## config.mk

```make
export PLATFORM = sky130hd
export DESIGN_NAME = keypad_bcd_fifo
export DESIGN_NICKNAME = d
export VERILOG_FILES = /design/src/rtl/keypad_bcd_fifo.sv
export SDC_FILE = /design/constraint.sdc
export NUM_CORES = 1
export LEC_CHECK = 0
export CORE_MARGIN = 4
export CORE_UTILIZATION = 52
export CTS_CLUSTER_SIZE = 12
export DETAILED_ROUTE_END_ITERATION = 8
export GPL_ROUTABILITY_DRIVEN = 1
export PLACE_DENSITY = 0.77
export SYNTH_ARGS = -nofsm -noshare
export SYNTH_HDL_FRONTEND = slang
export SYNTH_SLANG_ARGS = --single-unit
```

## constraint.sdc

```tcl
create_clock -name clock -period 2.3 [get_ports clock]
set_input_delay 0.345 -clock clock [delete_from_list [all_inputs] [get_ports clock]]
set_output_delay 0.345 -clock clock [all_outputs]
set_load 0.05 [all_outputs]
```

## src/rtl/keypad_bcd_fifo.sv

```systemverilog
// keypad_bcd_fifo
// Captures one key code per key press from a keypad scanner. Each code is
// converted to two-digit packed BCD and buffered in a DEPTH-entry FIFO that a
// display or host interface drains one value per request.
//
// Ports:
//   clock        - single clock, rising edge
//   reset_n      - asynchronous active-low reset, clears all state
//   code         - key code from scanner, sampled only on a press
//   code_valid   - level, high while a key is held
//   rd_enable    - pop request, sampled each rising edge
//   clr_overflow - synchronous clear of overflow (a new drop wins)
//   BCD          - last popped value, [7:4] tens, [3:0] units
//   bcd_valid    - one-cycle pulse in the cycle BCD updates
//   empty/full   - FIFO occupancy flags
//   count        - occupied entries, 0..DEPTH
//   overflow     - sticky, a press was dropped because the FIFO was full
//
// Handshake: there is no ready path. A pop is performed exactly when
// rd_enable is high at a rising edge and the FIFO is not empty; the popped
// value appears on BCD after that edge with bcd_valid high for one cycle.
// A pop request against an empty FIFO is ignored (no fall-through).
module keypad_bcd_fifo #(
  parameter int DEPTH  = 4,
  parameter int CODE_W = 4,
  localparam int AW    = $clog2(DEPTH)
) (
  input  logic              clock,
  input  logic              reset_n,
  input  logic [CODE_W-1:0] code,
  input  logic              code_valid,
  input  logic              rd_enable,
  input  logic              clr_overflow,
  output logic [7:0]        BCD,
  output logic              bcd_valid,
  output logic              empty,
  output logic              full,
  output logic [AW:0]       count,
  output logic              overflow
);

  logic [7:0]    mem [DEPTH];
  logic [AW-1:0] wr_ptr;
  logic [AW-1:0] rd_ptr;
  logic          vld_q;

  logic          press;
  logic          do_pop;
  logic          do_push;
  logic          drop;
  logic [6:0]    code_ext;
  logic [7:0]    bcd_entry;

  // Codes are at most 6 bits (0..63), so a 7-bit zero-extended value is
  // enough for the constant divide/modulo that produce the two digits.
  assign code_ext  = 7'(code);
  assign bcd_entry = {4'(code_ext / 7'd10), 4'(code_ext % 7'd10)};

  assign empty = (count == '0);
  assign full  = (count == (AW+1)'(DEPTH));

  // vld_q resets high, so a key still held when reset releases is not seen
  // as a press until it has been let go.
  assign press   = code_valid & ~vld_q;
  assign do_pop  = rd_enable & ~empty;
  // A simultaneous pop frees the slot, so a press into a full FIFO is kept.
  assign do_push = press & (~full | do_pop);
  assign drop    = press & full & ~do_pop;

  // Storage has no reset; only the pointers and count define validity.
  always_ff @(posedge clock) begin
    if (do_push) mem[wr_ptr] <= bcd_entry;
  end

  always_ff @(posedge clock or negedge reset_n) begin
    if (!reset_n) begin
      vld_q     <= 1'b1;
      wr_ptr    <= '0;
      rd_ptr    <= '0;
      count     <= '0;
      BCD       <= 8'h00;
      bcd_valid <= 1'b0;
      overflow  <= 1'b0;
    end else begin
      vld_q     <= code_valid;
      bcd_valid <= do_pop;

      if (do_push) wr_ptr <= wr_ptr + 1'b1;

      // When full, wr_ptr equals rd_ptr; the read here sees the old entry
      // because the write above lands only at the end of this edge.
      if (do_pop) begin
        BCD    <= mem[rd_ptr];
        rd_ptr <= rd_ptr + 1'b1;
      end

      if (do_push && !do_pop)      count <= count + 1'b1;
      else if (do_pop && !do_push) count <= count - 1'b1;

      if (drop)              overflow <= 1'b1;
      else if (clr_overflow) overflow <= 1'b0;
    end
  end

endmodule
```

== Word-level counts from Yosys, hierarchy flattened ==
Memory sizes are Yosys's and may differ from the RTL's. A register that Yosys moved wholly into a read port is not among the register bits.
Index checks and enable logic that the tools add are counted.

* Word-level logic and storage cells: 38
* Output and inout port bits: 15
* Memories: 1
* Input port bits: 9
* Memory bits (writable): 32
* Register bits: 10

* $add $sub $neg: 4
* Equality and inequality tests: 1
* Multiplexer cells: 6
* Reductions and logical operators: 8
* Bitwise operators: 10
* Div/mod/pow operators: 2

{| class="wikitable"
|+ Memories
! name !! words !! width !! read ports !! clocked after Yosys merged registers in !! write ports !! RTL line !! source
|-
| mem || 4 || 8 || 1 || 1 || 1 || 42 || <nowiki>logic [7:0] mem [DEPTH];</nowiki>
|}

{| class="wikitable"
|+ Operator list
! cell !! number
|-
| 4-bit by 4-bit divider with 7-bit output (second input constant) || 1
|-
| 4-bit by 4-bit modulo with 7-bit output (second input constant) || 1
|-
| 3-bit two-way mux || 2
|-
| 1-bit bitwise AND || 5
|-
| 2-bit by 1-bit adder with 2-bit output (second input constant) || 2
|-
| 1-bit two-way mux || 4
|-
| 1-bit inverter || 4
|-
| 2-bit nonzero test || 2
|-
| 3-bit by 1-bit adder with 3-bit output (second input constant) || 1
|-
| 3-bit == test (second input constant) || 1
|-
| 1-bit zero test || 3
|-
| 3-bit zero test || 1
|-
| 3-bit by 1-bit subtractor with 3-bit output (second input constant) || 1
|-
| 1-bit logical AND || 2
|-
| 1-bit bitwise OR || 1
|}

== Longest topological paths before layout ==
Gate-level depths: netlist (run 1).

* Depth in word-level cells: 9
* Gate-level depth with buffers: 9
* Gate-level depth less buffers: 8

== Least setup slack after synthesis (run 1) ==
Ideal clock, no wire load.

* Path kind: reg-to-reg
* From: reg count[1]
* To: reg count[2]
* Required time: 2.218 ns
* Stages on the path, launching flop included: 10
* Arrival time: 2.255 ns
* Setup slack: -0.038 ns
* Path through: dfrtp_1 o31a_2 buf_2 inv_2 ha_1 inv_1 fa_1 xor2_1 nor2_1 xor2_1

* Cells in the longest elaborated chain, start to end: 8
* Elaborated cells between the ends (all ways): 16
* Classes of those cells: 2 x add/sub; 1 x eq/ne; 2 x mux; 5 x bitwise; 6 x reduce/logical

{| class="wikitable"
|+ Ends and longest elaborated chain
! item !! RTL line !! source
|-
| start, declared || 38 || <nowiki>output logic [AW:0] count,</nowiki>
|-
| start signal, assigned || 97 || <nowiki>if (do_push && !do_pop) count <= count + 1'b1;</nowiki>
|-
| start signal, assigned || 98 || <nowiki>else if (do_pop && !do_push) count <= count - 1'b1;</nowiki>
|-
| 3-bit zero test (*) || 59 || <nowiki>assign empty = (count == '0);</nowiki>
|-
| 1-bit inverter (*) || 65 || <nowiki>assign do_pop = rd_enable & ~empty;</nowiki>
|-
| 1-bit bitwise AND (*) || 65 ||
|-
| net do_pop || 48 || <nowiki>logic do_pop;</nowiki>
|-
| 1-bit bitwise OR || 67 || <nowiki>assign do_push = press & (~full | do_pop);</nowiki>
|-
| 1-bit bitwise AND || 67 ||
|-
| 1-bit zero test || 98 ||
|-
| 1-bit logical AND || 98 ||
|-
| 2-bit nonzero test (no line) || n/a ||
|}

The timed path passes the listed nets; every way through them passes the cells marked *. The select of a mux whose other input is x is not followed.
A chain may end at the register's enable or synchronous reset.

== Final worst setup path (run 1) ==
* From: reg count[1]
* To: reg count[2]

* Cells in the longest elaborated chain, start to end: 8
* Elaborated cells between the ends (all ways): 16
* Classes of those cells: 2 x add/sub; 1 x eq/ne; 2 x mux; 5 x bitwise; 6 x reduce/logical

{| class="wikitable"
|+ Ends and longest elaborated chain
! item !! RTL line
|-
| 3-bit zero test || 59
|-
| 1-bit inverter || 65
|-
| 1-bit bitwise AND || 65
|-
| 1-bit bitwise OR || 67
|-
| 1-bit bitwise AND || 67
|-
| 1-bit zero test || 98
|-
| 1-bit logical AND || 98
|-
| 2-bit nonzero test (no line) || n/a
|}

Several ways; a longest one is shown, not always the timed one. The select of a mux whose other input is x is not followed.

==> flow_summary.ini, run 1 <==
[floorplan]
std_cell_rows = 19
ios = 24
fp.dieH_um = 62.8
die_w_um = 62.8
initial_core_util_pct = 55.8
core_um2 = 2810
die-area_um2 = 3950

[worst_setup_path]
crit_type = reg -> reg
r2r_end = count[2]
path_buf_inv = 2
critPathRequiredTime_ns = 2.56
r2r_cells = 8
timing.rr.start = count[1]
crit_path_max_fanout = 7
startpoint_type = flop
path_common_cell = xor2_1
r2r_setup_slack_ns = 0.13
cpPeakStageDelay_ns = 0.49
cp_cell_sequence = o31a_2, inv_2, ha_1, inv_1, fa_1, xor2_1, nor2_1, xor2_1
crit_family = adder cells
crit_slowest_cell = dfrtp_2
end_kind = flop
critPathArrivalTime_ns = 2.42

[sta]
finalHoldViolCount = 0
fin_crit_sh_pct = 94.2
worst_pin_slew_ns = 0.689
min_period_ns = 2.17
maxSlewViolCount = 0
maxSlewHeadroom_pct = 53.9
fmax_ghz = 0.462
tns_ns = 0
setup_violations = 0
rsz0062_at_grt = no
finClkSkew_ns = 0.00546

[logic_synthesis]
synth_compound_area_share_pct = 2.08
ys_ff_latch = 35
synthMuxAreaShare_pct = 10.2
yosysMostFrequentCell = edfxtp_1
synth-simple-area-share_pct = 10.0
synth-edff-count = 20
ys_seq_area_share_pct = 62.5
syn_area_um2 = 1560
syn_area_per_cell_um2 = 14.9
ys.flop_type = edfxtp_1
ys_async_sr_fraction_pct = 42.9
synth_area_leaders = edfxtp_1, dfrtp_1, mux4_2
yosysUniqueCellTypes = 29
synthAdderAreaFrac_pct = 6.88
yosysWarningCount = 0
synth_cells = 105
synth-xor-area-share_pct = 3.36
netlist_top_cells_count = edfxtp_1, nand2_1, dfrtp_1, inv_1, ha_1
synth_top_area_share_pct = 38.4
synth.largest_area_cell = edfxtp_1
synth_top_family_by_area = multiplexers

[final_layout]
drive_gt1_share_pct = 22.1
regArea_um2 = 981
antennaDiodeCount = 0
synthToLayoutAreaGrowth_pct = 18.8
fill_cells = 227
layout.nets = 147
instances_no_fill = 162
multi_input_area_um2 = 520

[routing]
num_vias = 834
wl_per_cell_um = 14.8
wl_um = 2400
viasPerCell = 5.15
first_pass_iters = 4
initialDrtViolationCount = 34
antenna_left = 0
dr_wl_met2_um = 1170
met3_length_um = 131
drc_errors = 0
m1WireLength_um = 1030
highest_layer = met4

[global_route]
overflow = 0
grt_util_all_layers_pct = 14.5
antenna_found_initial = 0
grt_first_pass_wirelength_um = 4220
grt_max_degree = 16
grt_pass1_vias = 881

[pwr]
vdd_drop_max_mv = 0.487
combPwrFrac_pct = 42.3
pwr-share-clk_pct = 14.6
leakagePower_nw = 0.782
netSwitchingPower_w = 0.000924
swShare_pct = 39.8
p_seq_share_pct = 43.1
power.density_nw_per_um2 = 1250
internal-power_w = 0.00140

[clock_network]
clk_path_buf_depth = 2
cts_buffers = 5
cts_sinks = 35
cts_hold_buf = 0
clk_pin_slew_worst_paths_ns = 0.10
clk_latency_ns = 0.33
cts.htree.levels = 2
post_cts_buffers = 0
root_buffer = clkbuf_4
cts_tree = done
cts_resized = 0

[outcome]
status = finished clean

[placement]
io_buffers = 20
gp_congestion = 0.681
dp_hpwl_um = 1860
placed_cells = 154

[job]
cap_violations = 0

[min_path]
hold_path.class = in -> async
[cell usage in the layout (no fill, tap or decap)]
cell	Yosys	layout
a41oi_1	1	1
and2_2	4	4
buf_4	3	2
clkbuf_1	1	1
clkbuf_4	0	5
clkbuf_8	0	1
clkdlybuf4s50_1	0	18
clkinv_2	0	1
conb_1	1	3
dfrtp_1	14	11
dfrtp_2	0	3
dfstp_2	1	1
dlymetal6s2s_1	0	2
edfxtp_1	20	20
fa_1	1	1
ha_1	7	7
inv_1	9	9
inv_2	1	1
mux2_2	2	2
mux2_4	1	1
mux2i_1	1	1
mux4_2	5	5
nand2_1	16	16
nand3b_1	1	1
nor2_1	1	1
nor3_1	1	1
nor3b_1	1	1
nor3b_4	1	1
nor4b_4	1	1
o21ai_0	1	1
o22a_1	1	1
o31a_2	1	1
xnor2_1	4	4
xor2_1	2	2
[sequential cells by signal, summed over array words and instances (netlist names)]
signal and flops:
mem 20, vld_q 1, overflow 1, bcd_valid 1, BCD 5, count 3
rd_ptr 2, wr_ptr 2
[area by class of cell]
type	instances	share of cell area (%)
clock inverters	1	0.269
repair buffers	22	11.9
clock buffers	7	2.96
inverters	10	2.02
well taps	31	2.09
flip-flops and latches	35	52.8
multi-input cells	56	28.0
[cells by family (layout without fill, tap and decap cells)]
kind of cell / count (synthesis) / in the layout
AOI/OAI and AO/OA: 4 / 4
and+or+nand+nor: 26 / 26
xor gates and xnor gates: 6 / 6
other: 1 / 3
muxes: 9 / 9
buffers and inverters: 16 / 40
adders and majority gates: 8 / 8
DFF: 35 / 35
[through the flow]
stage / worst slack, ns / util, % / instance area (um^2) / hold WS, ns / power [W]
after global routing: 0.0405 / 66.2 / 1860 / 0.459 / 0.00247
after detailed placement: -0.0360 / 63.9 / 1790 / 0.462 / 0.00201
after CTS: 0.0417 / 66.1 / 1850 / 0.432 / 0.00235
final: 0.134 / 66.2 / 1860 / 0.419 / 0.00232
after floorplan: 0.0967 / - / 1580 / 0.0494 / 0.00171
after global placement: 0.0512 / 63.9 / 1790 / 0.459 / 0.00197
[per-layer routing]
layer  vias to the layer above  global-route usage [%]
met5                         -                       0
li1                        406                       -
met2                        22                    22.5
met4                         0                    9.09
met1                       399                    16.8
met3                         7                    5.40
[power groups by stage]
stage	Combinational, W	Sequential [W]	Clock, W
global placement	0.000961	0.00100	0
global route	0.00106	0.00103	0.000389
floorplan	0.000494	0.00121	0
CTS	0.000995	0.00100	0.000352
detailed placement	0.000993	0.00102	0
finish	0.000982	0.00100	0.000339
[worst max-delay path by stage]
| stage | from | end | slack, ns | cells past startpoint |
|---|---|---|---|---|
| 2_1_floorplan | count[1] | count[2] | 0.1 | 9 |
| 3_3_place_gp | rd_enable | count[1] | 0.05 | 7 |
| 3_5_place_dp | rd_enable | count[1] | -0.04 | 7 |
| 4_1_cts | count[1] | empty | 0.04 | 2 |
| 5_1_grt | count[1] | count[2] | 0.04 | 8 |
| 6_report | count[1] | count[2] | 0.13 | 8 |
(Power assumes the default switching activity.)
==> run 2, diff against run 1 <==
CORE_UTILIZATION = 55   (was 52)
DONT_BUFFER_PORTS = 1   (was default)
PLACE_DENSITY = 0.7   (was 0.77)
==> flow_summary.ini, run 2 (synthesis results as in run 1) <==
[outcome]
status = finished clean

[final_layout]
top_register = mem
antennaDiodeCount = 0
largest_reg_flops = 20
regArea_um2 = 981
final_common_cell = edfxtp_1
fill_cells = 217
reg.largest.list = mem: 20 flops, BCD: 5 flops, count: 3 flops
multi_input_area_um2 = 526
final_cell_mix = edfxtp_1, nand2_1, dfrtp_1, inv_1, ha_1
synthToLayoutAreaGrowth_pct = 8.32
layout.nets = 132
drive_gt1_share_pct = 28.4
post-route-util_pct = 62.0
postLayoutCellArea_um2 = 1690

[global_route]
grt_util_all_layers_pct = 14.8
antenna_found_initial = 0
overflow = 0
grt_max_degree = 16
grt_pass1_vias = 832
grt_first_pass_wirelength_um = 3840

[worst_setup_path]
crit_path_max_fanout = 8
r2r_setup_slack_ns = 0.15
cpPeakStageDelay_ns = 0.47
r2r_end = count[2]
crit_type = reg -> reg
path_buf_inv = 2
critPathArrivalTime_ns = 2.40
path_common_cell = xor2_1
end_kind = flop
crit_slowest_cell = dfrtp_2
cp_cell_sequence = o31a_2, inv_2, ha_1, inv_1, fa_1, xor2_1, nor2_1, xor2_1
r2r_cells = 8
critPathRequiredTime_ns = 2.55
timing.rr.start = count[1]
crit_family = adder cells
startpoint_type = flop

[sta]
maxSlewHeadroom_pct = 55.6
worst_pin_slew_ns = 0.664
rsz0062_at_grt = no
fmax_ghz = 0.466
setup_violations = 0
finalHoldViolCount = 0
maxSlewViolCount = 0
min_period_ns = 2.15
finClkSkew_ns = 0.00986
fin_crit_sh_pct = 93.4
tns_ns = 0

[floorplan]
ios = 24
die_w_um = 61.3
core_um2 = 2730
die-area_um2 = 3760
fp.dieH_um = 61.3
std_cell_rows = 19
initial_core_util_pct = 57.2

[job]
cap_violations = 0

[min_path]
hold_depth = 0
min_to = mem[1][0]
hold_path.class = in -> reg
hold_path_startpoint = code[0]

[pwr]
power.density_nw_per_um2 = 1280
leakagePower_nw = 0.692
vdd_drop_max_mv = 1.08

[clock_network]
cts_tree = done
clk_latency_ns = 0.33
cts.htree.levels = 2
cts_resized = 0
cts_hold_buf = 2
root_buffer = clkbuf_4
post_cts_buffers = 0
clk_path_buf_depth = 2
cts_sinks = 35
cts_buffers = 5
clk_pin_slew_worst_paths_ns = 0.10

[routing]
wl_per_cell_um = 15.4
drc_errors = 0
viasPerCell = 5.29
num_vias = 777
first_pass_iters = 4
initialDrtViolationCount = 34
antenna_left = 0
wl_um = 2260

[placement]
io_buffers = 0
dpl_cell_area_um2 = 1620
dp_hpwl_um = 1770
gp_congestion = 0.687
-- run 2: how the worst max path moves through the flow --
stage	to	slack (ns)	cells after the start	from
6_report	count[2]	0.15	8	count[1]
5_1_grt	count[2]	0.07	8	count[1]
4_1_cts	count[2]	0.15	8	count[1]
3_5_place_dp	count[2]	0.19	8	count[1]
3_3_place_gp	count[2]	0.25	8	count[2]
2_1_floorplan	count[2]	0.1	9	count[1]
-- run 2: report_power, final --
part	switching [W]	internal [W]
sequential	0.000335	0.000829
combinational	0.000379	0.000311
clock	0.000189	0.000118
total	0.000903	0.00126
-- run 2: final cells by class --
type,count,area share (%)
tap,31,2.29
sequential,35,57.9
timing repair buffer,7,3.40
inverter,10,2.22
multi-input combinational,56,31.0
clock buffer,6,2.44
clock inverter,2,0.739
-- run 2: per-stage QoR --
| step | instances | total power, W | setup WS (ns) | hold WS [ns] |
|---|---|---|---|---|
| 2_1_floorplan | 107 | 0.00171 | 0.0967 | 0.0494 |
| 4_1_cts | 147 | 0.00219 | 0.149 | 0.0865 |
| 3_5_place_dp | 137 | 0.00188 | 0.191 | 0.0498 |
| 5_1_grt | 147 | 0.00231 | 0.0683 | 0.0688 |
| 6_report | 147 | 0.00216 | 0.152 | 0.106 |
| 3_3_place_gp | 137 | 0.00186 | 0.248 | 0.0498 |
-- run 2: layer usage --
layer / track usage (%) / share of wire, % / wire (um) / up-vias
li1: - / - / - / 377
met1: 16.6 / 41 / 932 / 377
met2: 24.2 / 50 / 1130 / 17
met3: 7.34 / 6.5 / 147 / 6
met4: 5.57 / 1.9 / 44 / 0
met5: 0 / 0 / 0 / -
==> variant 1 (flow settings as in run 1) <==
`CODE_W`: 4 -> 5.
--- a/src/rtl/keypad_bcd_fifo.sv
+++ b/src/rtl/keypad_bcd_fifo.sv
@@ -22,7 +22,7 @@
 // A pop request against an empty FIFO is ignored (no fall-through).
 module keypad_bcd_fifo #(
   parameter int DEPTH  = 4,
-  parameter int CODE_W = 4,
+  parameter int CODE_W = 5,
   localparam int AW    = $clog2(DEPTH)
 ) (
   input  logic              clock,
Ports: changed (resized code); port bits go from 24 to 25. The function was not compared with the original's and may differ.
==> variant 1 against run 1 <==
Design area up 25%. Synthesized area up 16%. Non-clock buffer count grew 15. Wire length rose by 28%. Sequential cell count rose by 5. Power is 19% higher. Via count up 21%. Worst setup slack lost 0.059 ns. Sequential share of layout area is 4.4 points lower. Hold slack gained 0.0098 ns.
==> variant 1: results <==
[outcome]
status = finished, final reports clean

[yosys]
ys_warn_count = 0
synthArstFlopShare_pct = 40.0
synth_edf_count = 24
synth_commonest_cells = edfxtp_1, dfrtp_1, inv_1, mux2_2, ha_1
seq_area_frac_synth_pct = 61.6
synth_area_leaders = edfxtp_1, dfrtp_1, mux4_2
yosysUniqueCellTypes = 35
synth.most_common_cell = edfxtp_1

[setup_path]
arrival_ns = 2.39
reg2reg_to = count[2]$_DFFE_PN0P_
r2r-start = count[2]$_DFFE_PN0P_
cp_top_family = compound AO/OA/AOI/OAI gates
ff2ff_path_depth = 9
max_stage_delay_ns = 0.43
cp_slowest_cell = clkdlybuf4s50_1
reg2reg_slack_ns = 0.19
path_max_fanout = 4

[pwr]
peakVddDrop_mv = 0.550
p_comb_share_pct = 42.0
p_leak_uw = 0.000903
switching_share_pct = 37.5

[drt]
wl_per_cell_um = 15.4
vias = 1008
drtPass1Iterations = 4
drtIter0Drc = 34

[final_layout]
insertedDiodeCount = 0
drive_above_1_share_pct = 36.6
nNetsFinal = 170
fillers = 252
reg_top3 = mem (24), BCD (6), count (3)

[clocking]
clk_latency_ns = 0.34
clk_path_buf_depth = 2
cts_made_buffers = 5
h-tree-depth = 2
cts-root-buf = clkbuf_4
clk_pin_slew_ns = 0.11

[global_route]
use_met1_pct = 18.8
grt_max_degree = 17
grt_pass1_vias = 1090
met3_usage_pct = 3.99
grt_use_met2_pct = 28.6
grt_pass1_wl_mm = 5.23
antenna_found_initial = 0
grtUsageTotal_pct = 16.3

[placed_design]
dp_hpwl_mm = 2.41
gp_congestion = 0.840
io_buffers = 22

[worst_hold_path]
hp-class = input port to asynchronous set/reset pin

[timing]
finClkSkew_ns = 0.00679
tightestPinTransition_ns = 0.728
final_hold_viol_count = 0
variant 1: cells by family after synthesis:
| logic type | after synthesis | share of synthesized area [%] |
|---|---|---|
| flip-flops | 40 | 61.6 |
| XOR/XNOR | 8 | 3.85 |
| other | 1 | 0.206 |
| buffers and inverters | 13 | 3.37 |
| AO/OA/AOI/OAI | 9 | 4.81 |
| multiplexers | 15 | 12.9 |
| adder cells (fa/ha/maj) | 8 | 5.91 |
| AND/OR/NAND/NOR | 18 | 7.29 |
variant 1: power groups by stage:
stage / clock network (uW) / logic (uW) / registers (uW)
after floorplan: 0 / 569 / 1390
after global placement: 0 / 1120 / 1150
after detailed placement: 0 / 1160 / 1170
after CTS: 466 / 1180 / 1150
after global routing: 513 / 1240 / 1180
final: 458 / 1160 / 1140
variant 1: worst reg2reg max path, delay by kind of cell, from the launching register on:
family | cells | cell delay, ns
fa+ha+maj | 2 | 0.61
buf+inv | 1 | 0.04
simple gates | 4 | 0.63
xor+xnor | 2 | 0.29
flops | 1 | 0.46
variant 1: worst max path at each step:
stage,cells after the start,slack [ns],to,from
3_3_place_gp,9,-0.30,mem[0][2]$_DFFE_PP_,code[3]
3_5_place_dp,9,-0.42,mem[0][2]$_DFFE_PP_,code[3]
5_1_grt,9,-0.003,mem[2][2]$_DFFE_PP_,code[3]
6_report,9,0.08,mem[1][2]$_DFFE_PP_,code[3]
2_1_floorplan,7,-0.17,count[1]$_DFFE_PN0P_,count[2]$_DFFE_PN0P_
4_1_cts,2,0.05,full,count[0]$_DFFE_PN0P_
variant 1: cell type report:
cell class,instances,share of cell area (%)
clock buffers,8,3.88
inverters,8,1.29
multi-input cells,60,29.5
flip-flops and latches,40,48.4
well taps,46,2.48
repair buffers,37,14.4
variant 1: timing repair:
item	4_1_cts	5_1_grt
endpoints found under the setup margin	8	9
hold buffers	0	0
gates cloned	0	0
endpoints found under the hold margin	0	0
resized for setup	6	1
buffers inserted	2	0
pin swaps	2	1
variant 1: metal layers:
| layer | share of wire [%] | routed length (um) |
|---|---|---|
| met5 | 0 | 0 |
| met4 | 2.0 | 61 |
| met3 | 4.0 | 123 |
| met2 | 54 | 1670 |
| met1 | 40 | 1220 |
variant 1: metrics by stage:
stage	hold slack, ns	instances	setup WS (ns)	TNS [ns]	cell area, sq um
6_report	0.429	199	0.0752	0	2320
5_1_grt	0.450	199	-0.00347	-0.0129	2320
4_1_cts	0.443	199	0.0490	0	2320
3_5_place_dp	0.495	189	-0.418	-4.98	2190
3_3_place_gp	0.489	189	-0.303	-3.41	2190
2_1_floorplan	0.0494	113	-0.170	-0.336	1850
==> variant 2 (config.mk and constraints of run 1) <==
Made on the original files. Put one more register stage on the output `overflow`. The value now appears one clock later. The other outputs are not delayed to match.
--- a/src/rtl/keypad_bcd_fifo.sv
+++ b/src/rtl/keypad_bcd_fifo.sv
@@ -38,6 +38,8 @@
   output logic [AW:0]       count,
   output logic              overflow
 );
+
+  logic overflow_s0;
 
   logic [7:0]    mem [DEPTH];
   logic [AW-1:0] wr_ptr;
@@ -80,7 +82,7 @@
       count     <= '0;
       BCD       <= 8'h00;
       bcd_valid <= 1'b0;
-      overflow  <= 1'b0;
+      overflow_s0 <= 1'b0;
     end else begin
       vld_q     <= code_valid;
       bcd_valid <= do_pop;
@@ -97,9 +99,13 @@
       if (do_push && !do_pop)      count <= count + 1'b1;
       else if (do_pop && !do_push) count <= count - 1'b1;
 
-      if (drop)              overflow <= 1'b1;
-      else if (clr_overflow) overflow <= 1'b0;
+      if (drop)              overflow_s0 <= 1'b1;
+      else if (clr_overflow) overflow_s0 <= 1'b0;
     end
   end
 
+  always_ff @(posedge clock) begin
+    overflow <= overflow_s0;
+  end
+
 endmodule
Behaviour: no difference found for any inputs over 10 cycles, from zero or initial values and one cycle with reset_n low; that may be too few to reach the edited logic, so the function may still have changed.
==> variant 2 against run 1 <==
Synthesized area is 1.3% higher. Worst setup slack worse by 0.053 ns. Cell count is 0.62% higher. Design area is 1.7% higher. Sequential cell count is 1 higher. First-iteration DRC count is 44% higher. Wire length is 9.3% higher. Power is 5.2% higher.
==> variant 2: results <==
[outcome]
status = finished, final reports clean

[global_route]
met3_usage_pct = 6.57
use_met1_pct = 18.1
grt_max_degree = 16
grtUsageTotal_pct = 15.6
grt_pass1_wl_mm = 4.60
grt_pass1_vias = 930
grt_use_met2_pct = 25.3

[setup_path]
ff2ff_path_depth = 8
max_stage_delay_ns = 0.83
path_max_fanout = 7
path_class = flop to primary output
cp_top_family = buffers and inverters
cp_slowest_cell = clkdlybuf4s50_1
arrival_ns = 1.87
reg2reg_slack_ns = 0.19

[final_layout]
nNetsFinal = 148
fillers = 212
reg_top3 = mem (20), BCD (5), count (3)
finalNonFillerCells = 163
drive_above_1_share_pct = 22.0

[clocking]
h-tree-depth = 2
clk_latency_ns = 0.34
cts_made_buffers = 5
post-cts-setup-buffers = 0

[placed_design]
dpl_cell_area_sq_um = 1810
gp_congestion = 0.720
dp_hpwl_mm = 1.86
place_inst = 155
post-place-ws_ns = -0.00866

[yosys]
synthArstFlopShare_pct = 41.7
seq_area_frac_synth_pct = 63.0
syn_inst = 106
yosysUniqueCellTypes = 30
synth_area_leaders = edfxtp_1, dfrtp_1, mux4_2
synth_commonest_cells = edfxtp_1, nand2_1, dfrtp_1, inv_1, ha_1

[timing]
setup_viol = 0
whs_ns = 0.396
fin_crit_ns = 2.22
relSlewSlack_pct = 55.4
finClkSkew_ns = 0.00973

[pwr]
power_frac_clock_pct = 17.8
powerDensity_nw_per_um2 = 1290
peakVddDrop_mv = 0.646
pg_comb_uw = 990
p_leak_uw = 0.000765
intPower_uw = 1500

[drt]
drtIter0Drc = 49
wl_per_cell_um = 16.1
vias = 870

[worst_hold_path]
hp-class = input port to asynchronous set/reset pin
-- variant 2: worst max path at each step --
| stage | to | depth (start not counted) |
|---|---|---|
| floorplan | count[2]$_DFFE_PN0P_ | 9 |
| global placement | count[1]$_DFFE_PN0P_ | 7 |
| detailed placement | count[1]$_DFFE_PN0P_ | 7 |
| CTS | full | 2 |
| global route | full | 2 |
| finish | full | 2 |
-- variant 2: metal layers --
layer	share of wire, %	up-vias
met5	0	-
met1	42	422
li1	-	410
met2	50	32
met3	6.7	6
met4	2.0	0
-- variant 2: area by class of cell --
type,count,area [sq um],area share (%)
flip-flops and latches,36,1000,53.0
clock inverters,2,35.0,1.85
inverters,10,37.5,1.99
repair buffers,22,215,11.4
well taps,31,38.8,2.05
multi-input cells,56,520,27.5
clock buffers,6,41.3,2.19
-- variant 2: cell families after synthesis --
logic type,Yosys count,synth area share (%)
other cells,1,0.237
flops,36,63.0
mux,9,10.1
simple gates,26,9.87
xor+xnor,6,3.32
buf+inv,16,4.66
compound gates,4,2.05
fa+ha+maj,8,6.79
